$ cat config.mk
export PLATFORM = sky130hd
export DESIGN_NAME = wb_port_arbiter
export DESIGN_NICKNAME = d
export VERILOG_FILES = /design/src/rtl/wb_port_arbiter.sv
export SDC_FILE = /design/constraint.sdc
export NUM_CORES = 1
export LEC_CHECK = 0
export ABC_AREA = 1
export CAP_MARGIN = 20
export CORE_UTILIZATION = 27
export CTS_CLUSTER_DIAMETER = 120
export DETAILED_ROUTE_END_ITERATION = 10
export PLACE_DENSITY = 0.49
export RECOVER_POWER = 50
export SLEW_MARGIN = 20
export SYNTH_ARGS = -nofsm -noshare
export SYNTH_HDL_FRONTEND = slang
export SYNTH_SLANG_ARGS = --single-unit
$ cat constraint.sdc
create_clock -name clk -period 4.14 [get_ports clk]
set_input_delay 0.828 -clock clk [delete_from_list [all_inputs] [get_ports clk]]
set_output_delay 0.828 -clock clk [all_outputs]
set_load 0.005 [all_outputs]
$ cat src/rtl/wb_port_arbiter.sv
// Register-file write-port arbiter: merges the in-order pipeline writeback
// with a queued secondary requester. A starvation counter forces the queue
// to drain periodically. A write-after-write guard stalls the pipeline while
// an older queued write to the same register is still pending.
module wb_port_arbiter #(
   parameter int DATA_W       = 16,
   parameter int ADDR_W       = 4,
   parameter int FIFO_DEPTH   = 4,
   parameter int STARVE_LIMIT = 8
) (
   input  logic                          clk,
   input  logic                          rst_n,
   input  logic                          wb_valid,
   input  logic [ADDR_W-1:0]             wb_rd,
   input  logic [DATA_W-1:0]             wb_data,
   output logic                          stall_pipe,
   input  logic                          sec_valid,
   output logic                          sec_ready,
   input  logic [ADDR_W-1:0]             sec_rd,
   input  logic [DATA_W-1:0]             sec_data,
   output logic                          rf_we,
   output logic [ADDR_W-1:0]             rf_waddr,
   output logic [DATA_W-1:0]             rf_wdata,
   input  logic [ADDR_W-1:0]             query_addr,
   output logic                          query_hit,
   output logic [$clog2(FIFO_DEPTH):0]   fifo_count
);

   localparam int PTR_W    = $clog2(FIFO_DEPTH);
   localparam int CNT_W    = PTR_W + 1;
   localparam int STARVE_W = $clog2(STARVE_LIMIT) + 1;

   typedef enum logic {NORMAL, FORCE} state_t;

   logic [ADDR_W-1:0]     mem_rd   [FIFO_DEPTH];
   logic [DATA_W-1:0]     mem_data [FIFO_DEPTH];
   logic [FIFO_DEPTH-1:0] entry_valid;
   logic [PTR_W-1:0]      wr_ptr, rd_ptr;
   logic [CNT_W-1:0]      count;
   state_t                state, state_next;
   logic [STARVE_W-1:0]   starve_cnt, starve_next;
   logic                  fifo_empty, fifo_full;
   logic                  push, pop, grant_wb, waw_hit;

   assign fifo_empty = (count == '0);
   assign fifo_full  = (count == CNT_W'(FIFO_DEPTH));
   // Never accept while in reset, and never when full, even if a pop is due.
   assign sec_ready  = rst_n && !fifo_full;
   assign push       = sec_valid && sec_ready;
   assign fifo_count = count;

   // Address match of the pipeline request and the decode query against live entries.
   always_comb begin
      waw_hit   = 1'b0;
      query_hit = rf_we && (rf_waddr == query_addr);
      for (int i = 0; i < FIFO_DEPTH; i++) begin
         if (entry_valid[i] && wb_valid && (mem_rd[i] == wb_rd))
            waw_hit = 1'b1;
         if (entry_valid[i] && (mem_rd[i] == query_addr))
            query_hit = 1'b1;
      end
   end

   // Grant selection in priority order, plus the starvation next state.
   always_comb begin
      // NOTE: every signal driven here is defaulted first so that no path
      // leaves a value unassigned and no latch is inferred.
      state_next  = NORMAL;
      starve_next = starve_cnt;
      pop         = 1'b0;
      grant_wb    = 1'b0;
      stall_pipe  = 1'b0;
      if (state == FORCE) begin
         pop        = !fifo_empty;
         stall_pipe = 1'b1;
      end else if (waw_hit) begin
         pop        = 1'b1;
         stall_pipe = 1'b1;
      end else if (wb_valid) begin
         grant_wb = 1'b1;
      end else if (!fifo_empty) begin
         pop = 1'b1;
      end

      if (fifo_empty || pop) begin
         starve_next = '0;
      end else if (starve_cnt == STARVE_W'(STARVE_LIMIT - 1)) begin
         state_next = FORCE;
      end else begin
         starve_next = starve_cnt + STARVE_W'(1);
      end
   end

   // Arbiter state and starvation counter.
   always_ff @(posedge clk) begin
      // NOTE: sequential state uses non-blocking assignments so every
      // register samples the pre-edge values regardless of block ordering.
      if (!rst_n) begin
         state      <= NORMAL;
         starve_cnt <= '0;
      end else begin
         state      <= state_next;
         starve_cnt <= starve_next;
      end
   end

   // Queue control: pointers, occupancy and per-entry valid flags.
   always_ff @(posedge clk) begin
      if (!rst_n) begin
         wr_ptr      <= '0;
         rd_ptr      <= '0;
         count       <= '0;
         entry_valid <= '0;
      end else begin
         if (push) begin
            entry_valid[wr_ptr] <= 1'b1;
            wr_ptr              <= wr_ptr + PTR_W'(1);
         end
         if (pop) begin
            entry_valid[rd_ptr] <= 1'b0;
            rd_ptr              <= rd_ptr + PTR_W'(1);
         end
         case ({push, pop})
            2'b10:   count <= count + CNT_W'(1);
            2'b01:   count <= count - CNT_W'(1);
            default: count <= count;
         endcase
      end
   end

   // Queue storage.
   always_ff @(posedge clk) begin
      // NOTE: the storage array has no reset; entry_valid alone decides
      // whether a slot is live, so stale contents are never observed.
      if (push) begin
         mem_rd[wr_ptr]   <= sec_rd;
         mem_data[wr_ptr] <= sec_data;
      end
   end

   // One-cycle registered write port; address and data hold when idle.
   always_ff @(posedge clk) begin
      if (!rst_n) begin
         rf_we    <= 1'b0;
         rf_waddr <= '0;
         rf_wdata <= '0;
      end else begin
         rf_we <= pop || grant_wb;
         if (pop) begin
            rf_waddr <= mem_rd[rd_ptr];
            rf_wdata <= mem_data[rd_ptr];
         end else if (grant_wb) begin
            rf_waddr <= wb_rd;
            rf_wdata <= wb_data;
         end
      end
   end

endmodule

==> results.toml <==
[outcome]
status = "finished clean"

[place]
dp_hpwl_mm = 10.8
port_buffers = 74
gp_congestion = 0.862

[timing]
max_freq_mhz = 264
timing.final.crit_period_ns = 3.78
fin_crit_sh_pct = 91.4
setup_tns_ns = 0
maxSlewHeadroom_pct = 35.0
setup_viol = 0
worst_clock_skew_ns = 0.0131
rsz0062_at_grt = "no"
worstMarginPinSlew_ns = 0.975
hold_viol = 0
finalMaxSlewViolations = 0

[worst_setup_path]
critPathBufInv = 3
cp_max_fo = 6
rrSetupSlack_ns = 1.28
ff2ff_path_depth = 16
cp_slowest_cell = "dlygate4sd3_1"
critPathCapture = "stall_pipe"
r2r-end = "fifo_count[1]"
required_ns = 3.31
cp.arrival_ns = 2.95
path_depth = 9
crit_chain = "dlygate4sd3_1, inv_2, o21ai_2, nor2_1, nand2_1, nand2_2, nor2_1, nand2_1, clkdlybuf4s50_1"
crit_family = "buffers and inverters"
rr_startpoint = "mem_rd[0][0]"
timing.critical_path.from = "wb_rd[1]"
end_kind = "output port"
crit_type = "input port to output port"
critPathLaunchType = "input port"
cp_slowest_stage_delay_ns = 0.71

[clock_network]
htreeDepth = 4
clock_latency_ns = 0.42
cts_buffers = 17
ctsResizeCount = 0
clock_path_buffers = 2
cts_hold_buffers = 0
post_cts_buffers = 0
cts-root-buf = "clkbuf_16"
cts_tree = "done"
clkSinkCount = 119
clk_pin_slew_ns = 0.06

[grt]
grt_max_degree = 50
gr-total-overflow = 0
antenna_found_initial = 0
grt_pass1_vias = 4391
grt_pass1_wl_mm = 24.6
grt_use_total_pct = 16.4

[detailed_routing]
avgRoutedWirePerCell_um = 16.5
drt-initial-drc-count = 356
first_pass_iters = 4
vias = 4383
wirelength_mm = 15.6
via_per_inst = 4.62
drc = 0
drt.antenna.violating_nets = 0

[layout]
ff_latch_area_sq_um = 3180
area_growth_pct = 30.1
layout_commonest_cell = "nand2_1"
nets = 730
fillerInstances = 2027
final_cell_mix = "99 x nand2_1, 92 x nor2_1, 80 x edfxtp_1"
drive_above_1_share_pct = 8.92
multiInputGateArea_sq_um = 1890
antenna_cells = 0

[yosys]
syn_area_sq_um = 5430
synth.area.top_cells = "edfxtp_1 44%, dfxtp_1 14%, nand2_1 6.8%, nor2_1 6.6%, o21ai_0 4.8%"
ys_seq_area_share_pct = 58.6
yosysTopAreaCellShare_pct = 44.2
netlist.top_cell.by_area = "edfxtp_1"
avgSynthCellArea_sq_um = 9.30
synth_cells = 584
yosys_register_bits = 119
synth_warnings = 0
syn_nets = 643
synth_cell_types = 34

[floorplan]
coreArea_sq_um = 19600
dieArea_sq_um = 20700
pin_count = 75
start_util_pct = 27.7
die_height_um = 144
fp.dieW_um = 144
num_rows = 51

[power]
leakagePower_nw = 2.79
peakVddDrop_mv = 0.254
design_power_total_w = 0.00392
power_density_nw_per_um2 = 554

[job]
drv_cap = 0

[worst_hold_path]
worstHoldPathType = "register to register"
min_from = "rf_wdata[9]"
-- state kept, by name, indices dropped and copies added (netlist names), named ones only --
name / flops
mem_data: 64
rf_wdata: 16
rd_ptr: 2
rf_we: 1
entry_valid: 4
starve_cnt: 4
rf_waddr: 4
wr_ptr: 2
fifo_count: 3
state: 1
mem_rd: 16
-- through the flow --
stage | cell area, sq um | cells | hold WS [ns] | worst slack [ns] | util (%)
CTS | 7100 | 949 | 0.491 | 0.526 | 36.2
floorplan | 5430 | 584 | 0.447 | 1.24 | -
global route | 7070 | 949 | 0.518 | 0.213 | 36.1
detailed placement | 6520 | 917 | 0.483 | 0.533 | 33.3
finish | 7070 | 949 | 0.481 | 0.358 | 36.1
global placement | 6520 | 917 | 0.460 | 0.550 | 33.3
-- cells in the mapped netlist, drive strengths merged --
cell type and number:
a2111oi 1, o22ai 23, edfxtp 80, clkbuf 12, nor3 1, a21oi 27, nand4 7, ha 10
dfxtp 39, o211ai 6, fa 1, a221oi 2, nand2 102, nor2 97, xnor2 6, nand3 38
buf 9, o21ai 54, a31oi 1, clkinv 1, inv 64, or2 1, or3 1, o41ai 1
-- worst min-delay path by stage --
stage	to	slack [ns]	cells after the start
floorplan	starve_cnt[3]	0.45	2
global placement	starve_cnt[3]	0.46	2
detailed placement	rf_wdata[9]	0.48	2
CTS	rf_wdata[9]	0.49	2
global route	starve_cnt[3]	0.52	2
finish	rf_wdata[9]	0.48	2
-- report_power, final --
group          internal [W]  switching [W]
clock              0.000884       0.000553
sequential          0.00138      0.0000703
combinational      0.000381       0.000646
total               0.00265        0.00127
-- worst reg2reg max path, cell delays in order, from the launching register on --
cell	delay, ns
edfxtp_1	0.51
inv_1	0.16
nand2_1	0.06
nand2_1	0.06
nor2_1	0.04
nand3_1	0.08
nand2_2	0.07
nor2_1	0.38
nand3_4	0.11
nand2_1	0.26
inv_2	0.13
ha_1	0.19
inv_1	0.10
fa_1	0.42
nor2_1	0.09
a21oi_1	0.05
nor2_1	0.08
-- logic make-up (layout without fill, tap and decap cells) --
family                     count (synthesis)  after routing  synth area share, %
and+or+nand+nor                          247            247                 19.5
DFF                                      119            119                 58.6
AOI/OAI and AO/OA                        115            115                 11.8
buffers and inverters                     86            186                 6.43
adders and majority gates                 11             11                 2.67
xor gates and xnor gates                   6              6                0.968
-- layout make-up --
class                   instances  share of cell area, %
multi-input cells             379                   26.8
clock inverters                15                   2.14
flip-flops and latches        119                   45.0
well taps                     265                   4.69
repair buffers                 89                   11.9
clock buffers                  17                   6.02
inverters                      65                   3.45
-- routing by layer --
layer / vias up / routed length [um] / part of all wire [%] / GRT usage (%)
met4: 0 / 210 / 1.3 / 6.38
met3: 14 / 883 / 5.7 / 3.53
met1: 2087 / 7230 / 46 / 21.7
li1: 2158 / - / - / -
met2: 124 / 7300 / 47 / 25.8
met5: - / 0 / 0 / 0
Note: power is estimated with default switching activity, not from simulation.
